`src/rtl/conv_input_pad_loader_if.sv`:
```
// Raw pixel valid/ready channel feeding the pad loader.
// The source drives data/valid; the loader drives ready.
interface conv_input_pad_loader_if;
  logic [7:0] i_pix_data;
  logic       i_pix_vld;
  logic       o_pix_rdy;

  modport master (
    output i_pix_data,
    output i_pix_vld,
    input  o_pix_rdy
  );

  modport slave (
    input  i_pix_data,
    input  i_pix_vld,
    output o_pix_rdy
  );
endinterface

```
`src/rtl/conv_input_pad_loader.sv`:
```
// Zero-pads a raw pixel stream into the ping-pong input buffer
// and swaps banks once the buffer is full and the consumer is free.
module conv_input_pad_loader #(
  parameter int IMG_W = 32,
  parameter int IMG_H = 32,
  parameter int PAD   = 1
) (
  input  logic        i_clk_input,
  input  logic        i_rst_n,
  input  logic        i_en,
  conv_input_pad_loader_if.slave s_pix,
  output logic [7:0]  o_data_din,
  output logic        o_data_din_vld,
  input  logic        i_buf_ready,
  input  logic        i_consumer_free,
  output logic        o_switch_pingpong,
  output logic        o_frame_done,
  output logic        o_busy,
  output logic [15:0] o_frame_cnt
);

  localparam int PW = IMG_W + 2 * PAD;
  localparam int PH = IMG_H + 2 * PAD;
  localparam int CW = (PW > 1) ? $clog2(PW) : 1;
  localparam int RW = (PH > 1) ? $clog2(PH) : 1;

  localparam logic [CW-1:0] C_LO  = CW'(PAD);
  localparam logic [CW-1:0] C_HI  = CW'(PAD + IMG_W - 1);
  localparam logic [CW-1:0] C_END = CW'(PW - 1);
  localparam logic [RW-1:0] R_LO  = RW'(PAD);
  localparam logic [RW-1:0] R_HI  = RW'(PAD + IMG_H - 1);
  localparam logic [RW-1:0] R_END = RW'(PH - 1);

  typedef enum logic [1:0] {
    ST_IDLE,
    ST_STREAM,
    ST_WAIT_FULL,
    ST_SWAP
  } state_t;

  state_t      r_state, w_state;
  logic [RW-1:0] r_r, w_r;
  logic [CW-1:0] r_c, w_c;
  logic [7:0]  r_dout, w_dout;
  logic        r_vld, w_vld;
  logic        r_sw, w_sw;
  logic        r_done, w_done;
  logic [15:0] r_cnt, w_cnt;

  logic w_inside;
  logic w_c_end;
  logic w_last;
  logic w_step;

  assign w_inside = (r_c >= C_LO) && (r_c <= C_HI) &&
                    (r_r >= R_LO) && (r_r <= R_HI);
  assign w_c_end  = (r_c == C_END);
  assign w_last   = w_c_end && (r_r == R_END);
  // Border slots never wait; interior slots wait for a pixel.
  assign w_step   = !w_inside || s_pix.i_pix_vld;

  assign s_pix.o_pix_rdy = (r_state == ST_STREAM) && w_inside;

  always_comb begin
    w_state = r_state;
    w_r     = r_r;
    w_c     = r_c;
    w_dout  = r_dout;
    w_vld   = 1'b0;
    w_sw    = r_sw;
    w_done  = 1'b0;
    w_cnt   = r_cnt;
    unique case (r_state)
      ST_IDLE: begin
        if (i_en) begin
          w_state = ST_STREAM;
          w_r     = '0;
          w_c     = '0;
        end
      end
      ST_STREAM: begin
        if (w_step) begin
          w_vld  = 1'b1;
          w_dout = w_inside ? s_pix.i_pix_data : 8'h00;
          if (w_last) begin
            w_state = ST_WAIT_FULL;
            w_r     = '0;
            w_c     = '0;
          end else if (w_c_end) begin
            w_c = '0;
            w_r = r_r + 1'b1;
          end else begin
            w_c = r_c + 1'b1;
          end
        end
      end
      ST_WAIT_FULL: begin
        if (i_buf_ready) w_state = ST_SWAP;
      end
      ST_SWAP: begin
        if (i_consumer_free) begin
          w_sw    = ~r_sw;
          w_done  = 1'b1;
          w_cnt   = r_cnt + 16'd1;
          w_state = i_en ? ST_STREAM : ST_IDLE;
          w_r     = '0;
          w_c     = '0;
        end
      end
      default: w_state = ST_IDLE;
    endcase
  end

  always_ff @(posedge i_clk_input) begin
    if (!i_rst_n) begin
      r_state <= ST_IDLE;
      r_r     <= '0;
      r_c     <= '0;
      r_dout  <= '0;
      r_vld   <= 1'b0;
      r_sw    <= 1'b0;
      r_done  <= 1'b0;
      r_cnt   <= '0;
    end else begin
      r_state <= w_state;
      r_r     <= w_r;
      r_c     <= w_c;
      r_dout  <= w_dout;
      r_vld   <= w_vld;
      r_sw    <= w_sw;
      r_done  <= w_done;
      r_cnt   <= w_cnt;
    end
  end

  assign o_data_din        = r_dout;
  assign o_data_din_vld    = r_vld;
  assign o_switch_pingpong = r_sw;
  assign o_frame_done      = r_done;
  assign o_frame_cnt       = r_cnt;
  assign o_busy            = (r_state != ST_IDLE);

endmodule

```
`src/flat_wrapper.sv`:
```
// flat-port wrapper written by rule: the top's interface ports become plain ports
module conv_input_pad_loader_flat 
#(
  parameter int IMG_W = 32,
  parameter int IMG_H = 32,
  parameter int PAD   = 1
)
  (i_clk_input, i_rst_n, i_en, o_data_din, o_data_din_vld, i_buf_ready, i_consumer_free, o_switch_pingpong, o_frame_done, o_busy, o_frame_cnt, s_pix_i_pix_data, s_pix_i_pix_vld, s_pix_o_pix_rdy);
  conv_input_pad_loader_if s_pix_i ();
  input  logic i_clk_input;
  input  logic i_rst_n;
  input  logic i_en;
  output logic [7:0] o_data_din;
  output logic o_data_din_vld;
  input  logic i_buf_ready;
  input  logic i_consumer_free;
  output logic o_switch_pingpong;
  output logic o_frame_done;
  output logic o_busy;
  output logic [15:0] o_frame_cnt;
  input wire logic [$bits(s_pix_i.i_pix_data)-1:0] s_pix_i_pix_data;
  input wire logic [$bits(s_pix_i.i_pix_vld)-1:0] s_pix_i_pix_vld;
  output wire logic [$bits(s_pix_i.o_pix_rdy)-1:0] s_pix_o_pix_rdy;
  assign s_pix_i.i_pix_data = s_pix_i_pix_data;
  assign s_pix_i.i_pix_vld = s_pix_i_pix_vld;
  assign s_pix_o_pix_rdy = s_pix_i.o_pix_rdy;
  conv_input_pad_loader #(.IMG_W(IMG_W), .IMG_H(IMG_H), .PAD(PAD)) u_core (.i_clk_input(i_clk_input), .i_rst_n(i_rst_n), .i_en(i_en), .s_pix(s_pix_i), .o_data_din(o_data_din), .o_data_din_vld(o_data_din_vld), .i_buf_ready(i_buf_ready), .i_consumer_free(i_consumer_free), .o_switch_pingpong(o_switch_pingpong), .o_frame_done(o_frame_done), .o_busy(o_busy), .o_frame_cnt(o_frame_cnt));
endmodule
```
`config.mk`:
```
export PLATFORM = sky130hd
export DESIGN_NAME = conv_input_pad_loader_flat
export DESIGN_NICKNAME = d
export VERILOG_FILES = /design/src/rtl/conv_input_pad_loader_if.sv /design/src/rtl/conv_input_pad_loader.sv /design/src/flat_wrapper.sv
export SDC_FILE = /design/constraint.sdc
export NUM_CORES = 1
export LEC_CHECK = 0
export BUFFER_PORTS_ARGS = -buffer_cell sky130_fd_sc_hd__buf_2
export CAP_MARGIN = 20
export CORE_MARGIN = 1
export CORE_UTILIZATION = 50
export CTS_BUF_LIST = sky130_fd_sc_hd__clkbuf_2
export DETAILED_ROUTE_END_ITERATION = 8
export PLACE_DENSITY_LB_ADDON = 0.2
export SYNTH_ARGS = -nofsm -noshare
export SYNTH_HDL_FRONTEND = slang
export SYNTH_SLANG_ARGS = --single-unit
```
`constraint.sdc`:
```
create_clock -name i_clk_input -period 1.9 [get_ports i_clk_input]
set_clock_uncertainty 0.1 [all_clocks]
set_input_delay 0.19 -clock i_clk_input [delete_from_list [all_inputs] [get_ports i_clk_input]]
set_output_delay 0.19 -clock i_clk_input [all_outputs]
set_load 0.05 [all_outputs]
```
### Word level (Yosys, flattened, before mapping)

Cells that the tools add are included.

| storage, ports and cells | value |
|---|---|
| flip-flop bits (word level) | 41 |
| bits of input ports | 14 |
| output and inout port bits | 29 |
| logic and storage cells | 64 |

| operators by class | value |
|---|---|
| add/subtract/negate cells | 3 |
| magnitude comparators | 4 |
| eq/ne operators | 11 |
| mux-type cells | 20 |
| bitwise logic cells | 1 |
| reductions and logical operators | 17 |

Operator list:

| operator | count |
|---|---|
| 6-bit two-way mux | 8 |
| 6-bit case mux with 3 select lines | 2 |
| 16-bit by 1-bit adder with 16-bit output, second input constant | 1 |
| 6-bit by 1-bit adder with 6-bit output, second input constant | 2 |
| 6-bit == test, second input constant | 2 |
| 6-bit by 1-bit greater-or-equal comparator with 1-bit output, second input constant | 2 |
| 6-bit less-or-equal comparator, second input constant | 2 |
| 2-bit two-way mux | 5 |
| 5-bit AND reduction | 2 |
| 8-bit two-way mux | 1 |
| 2-bit case mux with 4 select lines | 1 |
| 2-bit AND reduction | 4 |
| 2-bit inequality test, second input constant | 3 |
| 1-bit logical AND | 5 |
| 2-bit == test, second input constant | 2 |
| 2-bit by 1-bit inequality test with 1-bit output, second input constant | 2 |
| 4-bit AND reduction | 1 |
| 1-bit two-way mux | 3 |
| 3-bit by 1-bit inequality test with 1-bit output, second input constant | 1 |
| 3-bit nonzero test | 1 |
| 2-bit by 1-bit == test with 1-bit output, second input constant | 1 |
| 2-bit zero test | 1 |
| 2-bit nonzero test | 1 |
| 1-bit zero test | 1 |
| other kinds (2) | 2 |

### Logic depth before layout (Yosys ltp)

| logic depth | value |
|---|---|
| depth in word-level cells | 8 |
| gate-level depth with buffers | 8 |
| depth with buffers taken out | 7 |

### Worst setup path after synthesis

OpenSTA, ideal clock, no wires.

| timing | value |
|---|---|
| path kind | in2out |
| from | input port u_core.r_c[0] |
| to | output port s_pix_o_pix_rdy |
| arrival | 1.969 ns |
| setup slack | -0.359 ns |
| stages on the path | 7 |
| path buffers | 0 |
| cells stage by stage | dfxtp_1 -> inv_1 -> ha_1 -> or4b_1 -> a32oi_2 -> nand2_1 -> nor2_1 |

| between the ends | value |
|---|---|
| longest elaborated chain between the ends | 5 |
| elaborated cells on any way between the ends | 6 |
| classes of those cells | order compare: 2; reduce/logical: 4 |

Ends and longest elaborated chain:

| item | RTL line | text |
|---|---|---|
| start, declared | conv_input_pad_loader.sv:43 | `logic [CW-1:0] r_c, w_c;` |
| 6-bit by 1-bit greater-or-equal comparator with 1-bit output or 6-bit less-or-equal comparator (tied branches) | conv_input_pad_loader.sv:55 | `assign w_inside = (r_c >= C_LO) && (r_c <= C_HI) &&` |
| 1-bit logical AND * (2 in a row) | conv_input_pad_loader.sv:55 |  |
| 1-bit logical AND * | conv_input_pad_loader.sv:56 | `(r_r >= R_LO) && (r_r <= R_HI);` |
| 1-bit logical AND * | conv_input_pad_loader.sv:62 | `assign s_pix.o_pix_rdy = (r_state == ST_STREAM) && w_inside;` |
| end, declared | flat_wrapper.sv:23 | `output wire logic [$bits(s_pix_i.o_pix_rdy)-1:0] s_pix_o_pix_rdy;` |

Every way passes the cells marked *; elsewhere a longest branch is shown, timed or not.

### Final worst setup path

Ends and elaborated chain as after synthesis.

==> impl_metrics.toml <==
[min_path]
hold_class = "primary input to register"

[detailed_routing]
num_vias = 2193
via_per_inst = 5.59
drt_iter0_markers = 100
dr.pass1.iters = 4
ant_nets = 0
drc = 0
routed_wl_microns = 5970
routedWlPerCell_microns = 15.2

[timing]
post-route-worst-setup-slack_ps = -399
finalSetupTns_ps = -6750
finalCriticalPeriod_ps = 2300
final_hold_viol_count = 0
slew_violations = 0
min_period_over_period = 1.21
slew_headroom = 0.716
grt_setup_unrepaired = "yes"
holdWs_ps = 59.8
fmax_mhz = 435
worst_pin_slew_ps = 424
setup-violations-final = 24

[worst_setup_path]
cp_slowest_stage_delay_ps = 440
crit_slowest_cell = "or4b_4"
start_kind = "register"
crit_type = "register to output pin"
cp.arrival_ps = 2010
required_ps = 1610
path_max_fanout = 2
cp-end-kind = "output pin"
crit_chain = "inv_2, ha_4, or4b_4, a32oi_2, nand2_2, nor2_4, buf_6"

[floorplan]
ios = 43
die-width_microns = 67.0
dieArea_sq_um = 4490
num_rows = 23
initial_core_util = 0.525
core_sq_um = 4030
die_y_microns = 67.0

[logic_synthesis]
syn_nets = 265
ys_seq_area_frac = 0.388
synth.top_cells.by_area = "dfxtp_1 (39%), ha_1 (8.3%), nor2_1 (4.1%), xnor2_1 (3.7%), a22o_1 (3.3%)"
ys_types = 49
yosysWarningCount = 0
ys_seq_elements = 41
yosysTopAreaCell = "dfxtp_1"
syn_area_sq_um = 2110
synth_cells = 237
synth_top_area_share = 0.388
synth.avg_cell_area_sq_um = 8.92

[place]
dpl-instance-area_sq_um = 2730
portBuffers = 42
dp_slack_ps = -200
hpwl_microns = 3710
place.gp.congestion = 0.818

[pwr]
ir_drop_uv = 847
power_uw = 3540
power_density_nw_per_um2 = 1110
p_leak_uw = 0.00140

[status]
violations = "setup timing"
outcome = "finished with violations"

[clock_tree]
numCtsBuffers = 5
cts_tree = "built"
cts.htree.levels = 2
clk_latency_ps = 430
cts_buffer_depth = 2
clk_pin_slew_worst_paths_ps = 220
root_buffer = "clkbuf_2"
cts_sinks = 41

[global_route]
antenna_found_initial = 0
grt_pass1_vias = 2000
grt_use_total = 0.267
gr-total-overflow = 0
grt_pass1_wl_microns = 8950
grt_max_degree = 21

[finish]
n_antenna_cell = 0
syn_to_final_growth_pct = 51.5
layout-drive-gt1-share = 0.462
design_area_sq_um = 3200
layout.nets = 369

[flow_run]
cap_violations = 0
## path summary, 6_finish.rpt
kind	startpoint	endpoint	slack (ps)	depth (start not counted)
hold reg to reg	u_core.o_frame_cnt[1]$_SDFFE_PN0P_	u_core.o_frame_cnt[1]$_SDFFE_PN0P_	410	2
setup reg to reg	u_core.r_c[0]$_SDFFE_PN0P_	u_core.r_c[5]$_SDFFE_PN0P_	-340	9
setup / recovery	u_core.r_c[0]$_SDFFE_PN0P_	s_pix_o_pix_rdy	-400	7
hold / removal	i_en	u_core.r_state[0]$_SDFFE_PN0P_	60	3
## cell usage in the layout (no fill, tap or decap), types with 7 or more instances in the layout
master | netlist | routed
a21oi_1 | 7 | 7
a22o_1 | 8 | 8
nand2_1 | 18 | 16
inv_1 | 18 | 12
nor2_1 | 23 | 21
dfxtp_1 | 41 | 30
nand3_1 | 9 | 8
dlygate4sd3_1 | 0 | 10
buf_4 | 1 | 45
dfxtp_2 | 0 | 10
buf_6 | 1 | 10
buf_2 | 0 | 40
ha_1 | 14 | 8
xnor2_1 | 9 | 9
## flip-flops by register name (all words and copies together), names as in the netlist
name                      cells
u_core.o_switch_pingpong      1
u_core.o_frame_done           1
u_core.r_r                    6
u_core.r_c                    6
u_core.o_data_din             8
u_core.o_data_din_vld         1
u_core.o_frame_cnt           16
u_core.r_state                2
## repair_timing
action | CTS | global route
pin swaps | 16 | 22
setup endpoints to repair | 28 | 33
hold buffers | 10 | 0
endpoints found under the hold margin | 14 | 0
gates resized for setup | 19 | 34
buffers inserted | 6 | 4
cloned | 1 | 0
## Yosys cell counts, drive strengths merged
| master | number |
|---|---|
| o21ai | 8 |
| clkbuf | 7 |
| a32oi | 1 |
| a31o | 3 |
| xor2 | 3 |
| and4b | 3 |
| o221a | 1 |
| and3 | 5 |
| o21a | 5 |
| or4 | 1 |
| nor3 | 7 |
| nor4b | 2 |
| nand2 | 18 |
| nor2b | 2 |
| o41ai | 1 |
| mux2i | 3 |
| or4b | 1 |
| a222oi | 1 |
| buf | 2 |
| nand4b | 1 |
| inv | 18 |
| nand3b | 1 |
| a21oi | 9 |
| and2 | 2 |
| nand4 | 6 |
| a21boi | 1 |
| o31a | 3 |
| nor4 | 2 |
| nand3 | 9 |
| nor2 | 23 |
| and4 | 1 |
| ha | 14 |
| a22o | 8 |
| dfxtp | 41 |
| xnor2 | 9 |
| a211o | 1 |
| a21o | 1 |
| a31oi | 4 |
| or3 | 5 |
| o31ai | 3 |
| a221o | 1 |
## stage by stage
| stage | std cells | util |
|---|---|---|
| detailed placement | 364 | 0.678 |
| global route | 392 | 0.795 |
| floorplan | 237 | - |
| global placement | 364 | 0.678 |
| CTS | 389 | 0.756 |
| finish | 392 | 0.795 |
## kinds of logic (layout without fill, tap and decap cells)
kind of cell             after synthesis  count (layout)  share of synthesized area
multiplexers                           3               3                     0.0142
AND/OR/NAND/NOR                       89              89                      0.226
adder cells (fa/ha/maj)               14              14                     0.0829
buffers and inverters                 27             131                     0.0533
XOR/XNOR                              12              12                     0.0497
flip-flops                            41              41                      0.388
AO/OA/AOI/OAI                         51              52                      0.185
## metal layers
layer	track usage	vias up	part of all wire
met3	0.0462	13	0.046
met2	0.456	68	0.52
li1	-	1060	-
met4	0.122	0	0.021
met5	0	-	0
met1	0.319	1052	0.41
## report_power, final
| group | leakage (uW) | switching, uW | internal, uW |
|---|---|---|---|
| Clock | 0.0000366 | 312 | 217 |
| Combinational | 0.00103 | 1080 | 969 |
| Sequential | 0.000336 | 43.7 | 919 |
## critical path: cells and delay by family (launching register included)
family,cells,cell delay (ps)
simple gates,3,640
compound gates,1,220
flops,1,370
fa+ha+maj,1,120
buf+inv,2,230
## area by class of cell
type | instances | area (sq um)
clock inverters | 3 | 41.3
fillers | 271 | 827
inverters | 18 | 67.6
repair buffers | 105 | 751
flip-flops and latches | 41 | 837
well taps | 50 | 62.6
clock buffers | 5 | 25.0
multi-input cells | 170 | 1420
Power figures use the tool's default switching activity.
